$ cat src/rtl/serial_bit_source_if.sv
// Word-in / bit-out bus between a word source and the serial_bit_source shifter.
interface serial_bit_source_if #(
  parameter int unsigned WIDTH = 8
);
  logic             in_valid;
  logic             in_ready;
  logic [WIDTH-1:0] in_data;
  logic             bit_en;
  logic             dout;
  logic             dout_valid;
  logic             busy;
  logic             word_done;

  modport master (
    output in_valid, in_data, bit_en,
    input  in_ready, dout, dout_valid, busy, word_done
  );

  modport slave (
    input  in_valid, in_data, bit_en,
    output in_ready, dout, dout_valid, busy, word_done
  );
endinterface

$ cat src/rtl/serial_bit_source.sv
// Parallel-to-serial stage with a one-word holding register so that words
// stream back-to-back onto the 1011 detector input with no gap bit.
module serial_bit_source #(
  parameter int unsigned WIDTH     = 8,
  parameter bit          MSB_FIRST = 1'b1,
  parameter bit          IDLE_BIT  = 1'b0
) (
  input  logic                clk,
  input  logic                rst_n,
  serial_bit_source_if.slave  bus
);

  localparam int unsigned    CW      = $clog2(WIDTH);
  localparam logic [CW-1:0]  LAST    = CW'(WIDTH - 1);
  localparam logic [0:0]     S_IDLE  = 1'b0;
  localparam logic [0:0]     S_SHIFT = 1'b1;

  logic [0:0]       r_state,      w_state_nxt;
  logic [WIDTH-1:0] r_hold,       w_hold_nxt;
  logic             r_hold_valid, w_hold_valid_nxt;
  logic [WIDTH-1:0] r_sh,         w_sh_nxt;
  logic [CW-1:0]    r_cnt,        w_cnt_nxt;
  logic             r_dout,       w_dout_nxt;
  logic             r_dout_valid, w_dout_valid_nxt;
  logic             r_word_done,  w_word_done_nxt;
  logic [WIDTH-1:0] w_shifted;

  function automatic logic first_bit(input logic [WIDTH-1:0] w);
    return MSB_FIRST ? w[WIDTH-1] : w[0];
  endfunction

  assign w_shifted = MSB_FIRST ? {r_sh[WIDTH-2:0], 1'b0} : {1'b0, r_sh[WIDTH-1:1]};

  // State register
  always_ff @(posedge clk or negedge rst_n) begin
    if (!rst_n) begin
      r_state      <= S_IDLE;
      r_hold       <= '0;
      r_hold_valid <= 1'b0;
      r_sh         <= '0;
      r_cnt        <= '0;
      r_dout       <= IDLE_BIT;
      r_dout_valid <= 1'b0;
      r_word_done  <= 1'b0;
    end else begin
      r_state      <= w_state_nxt;
      r_hold       <= w_hold_nxt;
      r_hold_valid <= w_hold_valid_nxt;
      r_sh         <= w_sh_nxt;
      r_cnt        <= w_cnt_nxt;
      r_dout       <= w_dout_nxt;
      r_dout_valid <= w_dout_valid_nxt;
      r_word_done  <= w_word_done_nxt;
    end
  end

  // Next state: accept into hold, load hold into the shifter, advance bits
  always_comb begin
    w_state_nxt      = r_state;
    w_hold_nxt       = r_hold;
    w_hold_valid_nxt = r_hold_valid;
    w_sh_nxt         = r_sh;
    w_cnt_nxt        = r_cnt;
    w_dout_nxt       = r_dout;
    w_dout_valid_nxt = r_dout_valid;
    w_word_done_nxt  = 1'b0;

    // Accept needs an empty hold, load needs a full one: never both on one edge
    if (bus.in_valid && !r_hold_valid) begin
      w_hold_nxt       = bus.in_data;
      w_hold_valid_nxt = 1'b1;
    end

    case (r_state)
      S_IDLE: begin
        if (r_hold_valid) begin
          w_sh_nxt         = r_hold;
          w_hold_valid_nxt = 1'b0;
          w_cnt_nxt        = '0;
          w_dout_nxt       = first_bit(r_hold);
          w_dout_valid_nxt = 1'b1;
          w_state_nxt      = S_SHIFT;
        end
      end
      S_SHIFT: begin
        if (bus.bit_en) begin
          if (r_cnt == LAST) begin
            w_word_done_nxt = 1'b1;
            if (r_hold_valid) begin
              w_sh_nxt         = r_hold;
              w_hold_valid_nxt = 1'b0;
              w_cnt_nxt        = '0;
              w_dout_nxt       = first_bit(r_hold);
            end else begin
              w_dout_nxt       = IDLE_BIT;
              w_dout_valid_nxt = 1'b0;
              w_state_nxt      = S_IDLE;
            end
          end else begin
            w_sh_nxt   = w_shifted;
            w_cnt_nxt  = r_cnt + CW'(1);
            w_dout_nxt = first_bit(w_shifted);
          end
        end
      end
      default: w_state_nxt = S_IDLE;
    endcase
  end

  assign bus.in_ready   = !r_hold_valid;
  assign bus.dout       = r_dout;
  assign bus.dout_valid = r_dout_valid;
  assign bus.word_done  = r_word_done;
  assign bus.busy       = (r_state == S_SHIFT) || r_hold_valid;

endmodule

$ cat src/flat_wrapper.sv
// flat-port wrapper written by rule: the top's interface ports become plain ports
module serial_bit_source_flat 
#(
  parameter int unsigned WIDTH     = 8,
  parameter bit          MSB_FIRST = 1'b1,
  parameter bit          IDLE_BIT  = 1'b0
)
  (clk, rst_n, bus_in_valid, bus_in_data, bus_bit_en, bus_in_ready, bus_dout, bus_dout_valid, bus_busy, bus_word_done);
  serial_bit_source_if #(.WIDTH(WIDTH)) bus_i ();
  input  logic clk;
  input  logic rst_n;
  input wire logic [$bits(bus_i.in_valid)-1:0] bus_in_valid;
  input wire logic [$bits(bus_i.in_data)-1:0] bus_in_data;
  input wire logic [$bits(bus_i.bit_en)-1:0] bus_bit_en;
  output wire logic [$bits(bus_i.in_ready)-1:0] bus_in_ready;
  output wire logic [$bits(bus_i.dout)-1:0] bus_dout;
  output wire logic [$bits(bus_i.dout_valid)-1:0] bus_dout_valid;
  output wire logic [$bits(bus_i.busy)-1:0] bus_busy;
  output wire logic [$bits(bus_i.word_done)-1:0] bus_word_done;
  assign bus_i.in_valid = bus_in_valid;
  assign bus_i.in_data = bus_in_data;
  assign bus_i.bit_en = bus_bit_en;
  assign bus_in_ready = bus_i.in_ready;
  assign bus_dout = bus_i.dout;
  assign bus_dout_valid = bus_i.dout_valid;
  assign bus_busy = bus_i.busy;
  assign bus_word_done = bus_i.word_done;
  serial_bit_source #(.WIDTH(WIDTH), .MSB_FIRST(MSB_FIRST), .IDLE_BIT(IDLE_BIT)) u_core (.clk(clk), .rst_n(rst_n), .bus(bus_i));
endmodule
$ cat config.mk
export PLATFORM = sky130hd
export DESIGN_NAME = serial_bit_source_flat
export DESIGN_NICKNAME = d
export VERILOG_FILES = /design/src/rtl/serial_bit_source_if.sv /design/src/rtl/serial_bit_source.sv /design/src/flat_wrapper.sv
export SDC_FILE = /design/constraint.sdc
export NUM_CORES = 1
export LEC_CHECK = 0
export ABC_AREA = 1
export CAP_MARGIN = 0
export CORE_UTILIZATION = 50
export CTS_CLUSTER_DIAMETER = 40
export DETAILED_ROUTE_END_ITERATION = 10
export PLACE_DENSITY = 0.85
export SYNTH_ARGS = -nofsm -noshare
export SYNTH_HDL_FRONTEND = slang
export SYNTH_SLANG_ARGS = --single-unit
$ cat constraint.sdc
create_clock -name clk -period 3.9 [get_ports clk]
set_input_delay 0.78 -clock clk [delete_from_list [all_inputs] [get_ports clk]]
set_output_delay 0.78 -clock clk [all_outputs]
set_load 0.02 [all_outputs]
Word-level counts from Yosys, hierarchy flattened
Cells that the tools add are included.
Word-level totals
  output and inout bits: 5
  word-level logic and storage cells: 50
  ROM bits: 0
  memory bits (writable): 0
  latch bits: 0
  register bits after elaboration: 24
  memories: 0
  bits of input ports: 12
Operators by class
  eq/ne operators: 5
  add/subtract/negate cells: 1
  reduce and logical (&&, ||, !) cells: 5
  muxes and demuxes: 30
  multiply operators: 0
  divide/modulo/power cells: 0
  bitwise gates (word level): 1
  shift operators: 0
  magnitude comparators: 0
Operators by type and width (count)
  $mux W8: 3
  $mux W1: 18
  $pmux W8 S2: 1
  $mux W3: 3
  $pmux W1 S2: 4
  $ne A2 B2 Y1 const B: 3
  $pmux W3 S2: 1
  $reduce_and A4 Y1: 1
  $add A3 B1 Y3 const B: 1
  $eq A3 B3 Y1 const B: 1
  $ne A2 B1 Y1 const B: 1
  $reduce_and A2 Y1: 1
  $logic_and A1 B1 Y1: 1
  $logic_not A1 Y1: 1
  $logic_or A1 B1 Y1: 1
  $not A1 Y1: 1

Depth between registers and ports, before layout
Gate-level depths: netlist (run 1).
  word-level depth: 7
  gate-level depth with buffers: 7
  mapped depth without buffers: 7

Worst setup path before layout (run 1)
No wires, ideal clock.
  kind: register -> output
  from: register u_core.r_hold_valid
  to: output port bus_busy
  slack: 2.282 ns
  path buffers: 1
  stages on the path, launching flop included: 4
  data required time: 3.120 ns
  data arrival time: 0.838 ns
  cell sequence: dfrtp_1 -> inv_2 -> buf_2 -> nand2_1
Between the ends
  word-level cells in the longest chain between the ends: 1
RTL lines
  start, declared: line serial_bit_source.sv:20  | logic r_hold_valid, w_hold_valid_nxt;
  start signal, assigned: line serial_bit_source.sv:48  | r_hold_valid <= w_hold_valid_nxt;
  $logic_or A1 B1 Y1: line serial_bit_source.sv:114  | assign bus.busy = (r_state == S_SHIFT) || r_hold_valid;
  end, declared: line flat_wrapper.sv:18  | output wire logic [$bits(bus_i.busy)-1:0] bus_busy;
Every way passes these cells.

Worst setup path in the final report (run 1)
  from: register u_core.r_hold_valid
  to: output port bus_in_ready
Between the ends
  word-level cells in the longest chain between the ends: 1
RTL lines
  $logic_not A1 Y1: line serial_bit_source.sv:110  | assign bus.in_ready = !r_hold_valid;
  end, declared: line flat_wrapper.sv:15  | output wire logic [$bits(bus_i.in_ready)-1:0] bus_in_ready;
Every way passes these cells.

==> impl_metrics.csv, run 1 <==
group,metric,value,unit
status,status,"finished clean",
cts,htree_levels,1,
synthesis,synth-simple-area-share,29.1,%
synthesis,syn-num-nets,141,
cts,clockRootBuffer,"clkbuf_4",
synthesis,synth.avg_cell_area,8.52,sq um
setup_path,ff2ff_setup_slack,2.24,ns
setup_path,path_cells,"inv_2 > clkdlybuf4s50_1",
routing,num_vias,859,
floorplan,initial_core_util,54.2,%
grt,antenna_found_initial,0,
floorplan,rows,16,
cts,cts_inserted_buffers,3,
synthesis,synthMuxAreaShare,0,%
synthesis,async_reset_ff_share,100,%
routing,antenna_left,0,
setup_path,critPathRequiredTime,3.12,ns
grt,grt_pass1_vias,800,
timing,drv_slew,0,
power,power.total,0.735,mW
placement,gp_congestion,0.782,
timing,setup_violations,0,
setup_path,critPathLaunchType,"flop",
setup_path,r2r-end,"u_core.r_sh[2]",
cts,cts_resized,0,
power,vdd_ir_drop_max,0.329,mV
grt,gr-total-overflow,0,
setup_path,cpMaxStageDelayCell,"clkdlybuf4s50_1",
timing,worst_slew_pin_slew,0.977,ns
floorplan,io_pins,17,
job,maxCapViolations,0,
floorplan,die_h,48.3,microns
timing,hold-worst-slack,0.483,ns
grt,grt.total_usage,19.2,%
synthesis,synthAdderAreaFrac,3.50,%
placement,io_buffers,16,
power,cellLeakagePower,0.611,nW
synthesis,synth_top_area_share,53.6,%
synthesis,netlist_instances,126,
worst_hold_path,hold_path.startpoint,"u_core.r_hold[4]",
routing,routed_wl,1.89,mm
cts,insertion_delay,0.31,ns
worst_hold_path,whs_path_depth,2,
synthesis,synth-compound-area-share,8.62,%
setup_path,rr_startpoint,"u_core.r_cnt[0]",
final_layout,nFillCells,175,
final_layout,design_area,1260,sq um
setup_path,endpoint_kind,"output port",
final_layout,drive_above_1_share,9.15,%
synthesis,synth_top_family_by_area,"simple AND/OR/NAND/NOR gates",
synthesis,ys_seq_area_share,53.6,%
timing,hold_viol_final,0,
grt,grt_pass1_wl,3.42,mm
cts,cts_setup_buffers,0,
synthesis,ys_warn_count,0,
synthesis,netlist_area,1070,sq um
routing,via_per_inst,5.08,
synthesis,synth_xor_area_share,0,%
final_layout,diodes,0,
floorplan,dieArea,2340,sq um
timing,slew_headroom,34.7,%
final_layout,multiInputGateArea,443,sq um
synthesis,synth_seq_cells,23,
worst_hold_path,hp-class,"reg -> reg",
synthesis,synth_common_cells,"nand2_1, dfrtp_1, nand3_1, nor2_1, o21ai_0",
routing,dr.pass1.iters,4,
timing,fin_crit_sh,62.9,%
synthesis,synthDistinctLibCells,15,
setup_path,worstSetupPathType,"reg -> out",
timing,min_period,2.45,ns
worst_hold_path,holdPathEnd,"u_core.r_hold[4]",
final_layout,final_nets,158,
setup_path,crit_path_max_fanout,21,
power,cellPowerDensity,581,nW/um^2
synthesis,yosys.area.top_type,"dfrtp_1",
timing,max_freq,0.407,GHz
final_layout,layout-area-overhead-vs-synth,17.8,%
synthesis,synth-edff-count,0,
timing,grt_setup_unrepaired,"no",
setup_path,worstPathArrival,1.67,ns
final_layout,seq_area,576,sq um
synthesis,synth_ff_type,"dfrtp_1",
cts,clock_sinks,23,
timing,clock_skew,0.00448,ns
routing,drc,0,
floorplan,core,1980,sq um
cts,path_clk_slew,0.12,ns
placement,postPlaceCellArea,1240,sq um
setup_path,max_stage_delay,0.67,ns
cts,cts.path.max_buffers,2,
cts,hold_buffers,0,
synthesis,ys_top_cells_by_area,"dfrtp_1, nand2_1, nand3_1",
timing,fin_setup_tns,0,ns
placement,place_hpwl,1.39,mm
synthesis,yosysMostFrequentCell,"nand2_1",
routing,wire_per_inst,11.2,microns
cts,cts_tree,"yes",
floorplan,fp.dieW,48.3,microns
grt,grt_max_degree,24,
setup_path,ff2ff_path_depth,6,
routing,detail_route.iter0.violations,19,
## layer usage
layer / track usage [%] / share of wire, %
met5: 0 / 0
met4: 10.3 / 2.2
met3: 3.46 / 3.8
met2: 31.9 / 49
met1: 23.9 / 45
## worst max-delay path: cells and delay by family, from the launching register on
family | cells | cell delay, ns
buf+inv | 2 | 0.94
flops | 1 | 0.42
## how the worst max path moves through the flow
stage | from | endpoint | slack, ns | cells after the start
floorplan | u_core.r_hold_valid | bus_busy | 2.28 | 3
global placement | u_core.r_hold_valid | bus_in_ready | 1.81 | 2
detailed placement | u_core.r_hold_valid | bus_in_ready | 1.79 | 2
CTS | u_core.r_hold_valid | bus_in_ready | 1.42 | 2
global route | u_core.r_hold_valid | bus_in_ready | 1.35 | 2
finish | u_core.r_hold_valid | bus_in_ready | 1.45 | 2
## cell usage in the layout (no fill, tap or decap), drive strengths merged
cell type       n
nand2          44
dfrtp          23
clkdlybuf4s50  16
nor2           14
nand3          14
o21ai          10
a21oi           7
inv             7
clkbuf          4
ha              3
## layout make-up
| class | instances | area share [%] |
|---|---|---|
| Inverter | 7 | 2.08 |
| Multi-Input combinational cell | 92 | 35.0 |
| Timing Repair Buffer | 16 | 12.7 |
| Clock buffer | 4 | 2.08 |
| Sequential cell | 23 | 45.5 |
| Tap cell | 27 | 2.67 |
## cells by family (layout without fill, tap and decap cells)
family / Yosys count / count (layout)
flip-flops: 23 / 23
AND/OR/NAND/NOR: 72 / 72
adder cells (fa/ha/maj): 3 / 3
buffers and inverters: 11 / 27
AO/OA/AOI/OAI: 17 / 17
## through the flow
| step | setup WS, ns | instances | util, % |
|---|---|---|---|
| after CTS | 1.42 | 169 | 63.8 |
| after floorplan | 2.28 | 126 | - |
| after detailed placement | 1.79 | 165 | 62.5 |
| after global routing | 1.35 | 169 | 63.8 |
| after global placement | 1.81 | 165 | 62.5 |
| final | 1.45 | 169 | 63.8 |
## state kept, by name, summed over array words and instances, names as in the netlist
name,cells
u_core.bus.dout,1
u_core.bus.dout_valid,1
u_core.bus.word_done,1
u_core.r_cnt,3
u_core.r_hold,8
u_core.r_hold_valid,1
u_core.r_sh,7
u_core.r_state,1
## power by group
group / internal, mW / leakage, nW / switching (mW) / total (mW)
Clock: 0.0400 / 0.0150 / 0.0666 / 0.107
Combinational: 0.104 / 0.327 / 0.143 / 0.248
Sequential: 0.329 / 0.270 / 0.0517 / 0.381
Power figures use the tool's default switching activity.
==> run 2: changes to the inputs <==
--- a/config.mk
+++ b/config.mk
@@ -7,10 +7,10 @@
 export LEC_CHECK = 0
 export ABC_AREA = 1
 export CAP_MARGIN = 0
-export CORE_UTILIZATION = 50
+export CORE_UTILIZATION = 46
 export CTS_CLUSTER_DIAMETER = 40
 export DETAILED_ROUTE_END_ITERATION = 10
-export PLACE_DENSITY = 0.85
+export PLACE_DENSITY = 0.83
 export SYNTH_ARGS = -nofsm -noshare
 export SYNTH_HDL_FRONTEND = slang
 export SYNTH_SLANG_ARGS = --single-unit
==> constraint.sdc (replaced) <==
create_clock -name clk -period 2.14 [get_ports clk]
set_input_delay 0.428 -clock clk [delete_from_list [all_inputs] [get_ports clk]]
set_output_delay 0.428 -clock clk [all_outputs]
set_load 0.02 [all_outputs]
==> impl_metrics.csv, run 2 (synthesized netlist as in run 1, its figures left out) <==
group,metric,value,unit
cts,hold_buffers,0,
timing,hold_viol_final,0,
setup_path,path_cells,"inv_2 > nand2_1 > clkdlybuf4s50_1",
routing,detail_route.iter0.violations,26,
routing,via_per_inst,5.08,
timing,grt_setup_unrepaired,"no",
routing,drc,0,
power,p_comb_share,34.4,%
setup_path,worstPathArrival,1.53,ns
timing,fin_crit_sh,91.6,%
floorplan,initial_core_util,48.5,%
final_layout,diodes,0,
cts,path_clk_slew,0.13,ns
cts,cts_resized,0,
status,status,"finished clean",
power,swShare,36.6,%
final_layout,finish.utilization,57.9,%
cts,clock_sinks,23,
final_layout,nFillCells,204,
setup_path,crit_path_max_fanout,7,
routing,dr.pass1.iters,4,
timing,slew_headroom,78.6,%
grt,antenna_found_initial,0,
setup_path,max_stage_delay,0.59,ns
grt,grt_pass1_wl,3.57,mm
final_layout,regMostFlops,"u_core.r_hold",
cts,cts_setup_buffers,0,
routing,wire_per_inst,11.7,microns
floorplan,fp.dieW,50.3,microns
timing,fin_setup_tns,0,ns
job,maxCapViolations,0,
final_layout,final_common_cell,"nand2_1",
setup_path,endpoint_kind,"output port",
setup_path,critPathTopFamily,"buffers and inverters",
setup_path,worstSetupPathType,"reg -> out",
power,p_switching,0.505,mW
setup_path,critPathLaunchType,"flop",
power,vdd_ir_drop_max,0.651,mV
cts,clockRootBuffer,"clkbuf_4",
power,p_int,0.873,mW
floorplan,die_h,50.3,microns
cts,htree_levels,1,
grt,grt_max_degree,24,
final_layout,drive_above_1_share,10.4,%
setup_path,worst-path-buf-inv,2,
placement,gp_congestion,0.762,
timing,clock_skew,0.00617,ns
final_layout,layout-area-overhead-vs-synth,19.3,%
cts,cts.path.max_buffers,2,
final_layout,layout_common_cells,"nand2_1, dfrtp_1, clkdlybuf4s50_1, nor2_1, nand3_1",
floorplan,core,2210,sq um
grt,gr-total-overflow,0,
timing,min_period,1.96,ns
routing,num_vias,873,
floorplan,dieArea,2530,sq um
cts,cts_tree,"yes",
timing,setup_violations,0,
setup_path,cpMaxStageDelayCell,"clkdlybuf4s50_1",
timing,max_freq,0.510,GHz
routing,routed_wl,2.02,mm
timing,drv_slew,0,
setup_path,ff2ff_path_depth,6,
cts,insertion_delay,0.32,ns
timing,worst_slew_pin_slew,0.320,ns
power,power_frac_seq,50.7,%
setup_path,critPathRequiredTime,1.71,ns
grt,grt.total_usage,19.0,%
placement,place_hpwl,1.49,mm
placement,io_buffers,16,
worst_hold_path,hp-class,"in -> async",
floorplan,rows,17,
final_layout,final_nets,160,
power,cellPowerDensity,1080,nW/um^2
floorplan,io_pins,17,
final_layout,largest_reg_flops,8,
setup_path,cp.depth,3,
final_layout,top_regs,"u_core.r_hold x8, u_core.r_sh x7, u_core.r_cnt x3",
routing,antenna_left,0,
cts,cts_inserted_buffers,3,
power,cellLeakagePower,0.621,nW
grt,grt_pass1_vias,845,
power,p_clk_share,15.0,%
-- run 2: routing by layer --
metal	global-route usage [%]	part of all wire, %	up-vias
li1	-	-	440
met1	23.1	43	400
met2	33.1	50	30
met3	2.73	5.9	3
met4	8.33	1.5	0
met5	0	0	-
-- run 2: layout make-up --
| class | instances | area (sq um) | share of cell area, % |
|---|---|---|---|
| tap | 28 | 35.0 | 2.73 |
| multi-input combinational | 92 | 443 | 34.6 |
| sequential | 23 | 576 | 44.9 |
| inverter | 7 | 26.3 | 2.05 |
| timing repair buffer | 18 | 175 | 13.7 |
| clock buffer | 4 | 26.3 | 2.05 |
-- run 2: worst paths after layout --
path / start / slack (ns) / to
max in group asynchronous: rst_n / 1.47 / u_core.bus.dout_valid
setup / recovery: u_core.r_state / 0.18 / bus_busy
hold reg to reg: u_core.r_hold[6] / 0.49 / u_core.r_hold[6]
min in group clk: u_core.r_hold[6] / 0.49 / u_core.r_hold[6]
setup reg to reg: u_core.r_cnt[0] / 0.51 / u_core.r_sh[5]
hold / removal: rst_n / 0.44 / u_core.bus.word_done
-- run 2: through the flow --
step	instance area [sq um]	total power [mW]	setup WS [ns]	hold slack [ns]	instances
final	1280	1.38	0.180	0.439	172
after global routing	1280	1.49	0.125	0.462	172
after CTS	1280	1.39	0.177	0.452	172
after detailed placement	1250	1.18	0.510	0.460	168
after global placement	1250	1.15	0.554	0.456	168
after floorplan	1070	1.02	0.734	0.132	126
-- run 2: power groups by stage --
| stage | logic, mW | clock network (mW) | registers [mW] |
|---|---|---|---|
| 2_1_floorplan | 0.319 | 0 | 0.701 |
| 3_3_place_gp | 0.456 | 0 | 0.699 |
| 3_5_place_dp | 0.477 | 0 | 0.706 |
| 4_1_cts | 0.481 | 0.210 | 0.697 |
| 5_1_grt | 0.546 | 0.222 | 0.718 |
| 6_report | 0.474 | 0.206 | 0.698 |
==> run 3: changes to the inputs <==
==> constraint.sdc (replaced) <==
create_clock -name clk -period 2.14 [get_ports clk]
set_input_delay 0.642 -clock clk [delete_from_list [all_inputs] [get_ports clk]]
set_output_delay 0.642 -clock clk [all_outputs]
set_load 0.02 [all_outputs]
==> impl_metrics.csv, run 3 (synthesized netlist as in run 1, its figures left out) <==
group,metric,value,unit
grt,grt.total_usage,18.9,%
power,cellLeakagePower,0.624,nW
power,p_int,0.874,mW
power,swShare,36.1,%
worst_hold_path,hp-class,"reg -> reg",
floorplan,fp.dieW,50.3,microns
setup_path,ff2ff_path_depth,6,
grt,antenna_found_initial,0,
setup_path,worstSetupEndpoint,"bus_in_ready",
timing,fin_crit_sh,97.3,%
setup_path,r2r-end,"u_core.r_sh[1]",
setup_path,rr_startpoint,"u_core.r_cnt[0]",
power,p_switching,0.495,mW
final_layout,multiInputGateArea,443,sq um
grt,gr-total-overflow,0,
final_layout,nFillCells,210,
cts,clock_sinks,23,
power,cellPowerDensity,1060,nW/um^2
final_layout,largest_reg_flops,8,
cts,cts_inserted_buffers,3,
setup_path,worstSetupPathType,"reg -> out",
job,maxCapViolations,0,
final_layout,seq_area,577,sq um
final_layout,final_common_cell,"nand2_1",
grt,grt_pass1_vias,869,
floorplan,dieArea,2530,sq um
setup_path,endpoint_kind,"output port",
setup_path,worstPathArrival,1.44,ns
timing,slew_headroom,78.8,%
setup_path,ff2ff_setup_slack,0.47,ns
cts,clockRootBuffer,"clkbuf_4",
floorplan,io_pins,17,
timing,max_freq,0.480,GHz
timing,grt_setup_unrepaired,"no",
timing,drv_slew,0,
floorplan,initial_core_util,48.5,%
final_layout,layout-area-overhead-vs-synth,20.4,%
cts,path_clk_slew,0.12,ns
setup_path,crit_path_max_fanout,3,
power,p_clk_share,14.7,%
timing,hold-worst-slack,0.491,ns
timing,clock_skew,0.00260,ns
timing,fin_setup_tns,0,ns
timing,min_period,2.08,ns
floorplan,rows,17,
final_layout,top_regs,"u_core.r_hold x8, u_core.r_sh x7, u_core.r_cnt x3",
grt,grt_pass1_wl,3.53,mm
status,status,"finished clean",
routing,drc,0,
placement,gp_congestion,0.786,
power,vdd_ir_drop_max,0.676,mV
floorplan,die_h,50.3,microns
cts,htree_levels,1,
power,power.total,1.37,mW
timing,setup_violations,0,
routing,via_per_inst,4.99,
setup_path,critPathLaunchType,"flop",
final_layout,diodes,0,
routing,dr.pass1.iters,4,
routing,wire_per_inst,11.4,microns
setup_path,crit_start,"u_core.r_hold_valid",
setup_path,critPathRequiredTime,1.50,ns
cts,hold_buffers,0,
routing,antenna_left,0,
routing,num_vias,863,
final_layout,layout_common_cells,"nand2_1, dfrtp_1, clkdlybuf4s50_1, nor2_1, nand3_1",
timing,worst_slew_pin_slew,0.318,ns
final_layout,final_nets,161,
floorplan,core,2210,sq um
cts,cts.path.max_buffers,2,
final_layout,drive_above_1_share,11.7,%
routing,detail_route.iter0.violations,9,
cts,cts_tree,"yes",
power,p_comb_share,34.4,%
timing,hold_viol_final,0,
cts,insertion_delay,0.31,ns
routing,routed_wl,1.97,mm
placement,io_buffers,16,
final_layout,regMostFlops,"u_core.r_hold",
placement,place_hpwl,1.45,mm
grt,grt_max_degree,24,
power,power_frac_seq,51.0,%
[run 3: cell count changes in the layout (fill, tap and decap cells not counted)]
cell and change:
dfrtp_1 -1, dlymetal6s2s_1 +1, dfrtp_2 +1, clkdlybuf4s50_1 -1
buf_4 +1
[run 3: layout make-up]
cell class / instances / area share, %
Clock buffer: 4 / 2.03
Timing Repair Buffer: 19 / 14.3
Tap cell: 28 / 2.71
Multi-Input combinational cell: 92 / 34.3
Inverter: 7 / 2.03
Sequential cell: 23 / 44.6
[run 3: routing by layer]
metal / share of wire, % / vias up / GRT usage [%]
met5: 0 / - / 0
met4: 2.3 / 0 / 8.80
met3: 3.3 / 5 / 3.33
met2: 50 / 17 / 34.7
met1: 44 / 401 / 20.8
li1: - / 440 / -
[run 3: worst min-delay path by stage]
stage	start	endpoint	slack (ns)	cells after the start
3_3_place_gp	u_core.r_hold[6]	u_core.r_hold[6]	0.46	2
4_1_cts	u_core.r_hold[0]	u_core.r_hold[0]	0.49	2
6_report	u_core.r_cnt[1]	u_core.r_cnt[1]	0.49	2
2_1_floorplan	rst_n	u_core.bus.dout	0.35	0
5_1_grt	u_core.r_hold[3]	u_core.r_hold[3]	0.52	2
3_5_place_dp	u_core.r_hold[0]	u_core.r_hold[0]	0.46	2
[run 3: power by group through the flow]
stage	clock [mW]	combinational, mW	sequential (mW)
6_report	0.201	0.470	0.697
3_3_place_gp	0	0.452	0.698
5_1_grt	0.221	0.551	0.715
2_1_floorplan	0	0.319	0.701
3_5_place_dp	0	0.471	0.707
4_1_cts	0.209	0.474	0.698
[run 3: through the flow]
stage | instances | area [sq um] | setup WS [ns] | util [%]
floorplan | 126 | 1070 | 0.660 | -
global placement | 168 | 1250 | 0.340 | 56.7
detailed placement | 168 | 1250 | 0.296 | 56.7
CTS | 172 | 1280 | 0.0245 | 58.0
global route | 173 | 1290 | 0.0256 | 58.4
finish | 173 | 1290 | 0.0574 | 58.4
[run 3: critical path: stages, from the launching register on]
cell	delay [ns]
dfrtp_1	0.43
inv_2	0.09
clkdlybuf4s50_1	0.60
[run 3: timing repair]
action	in CTS	in global routing
gates resized for setup	1	1
endpoints found under the setup margin	1	1
setup buffers	0	1
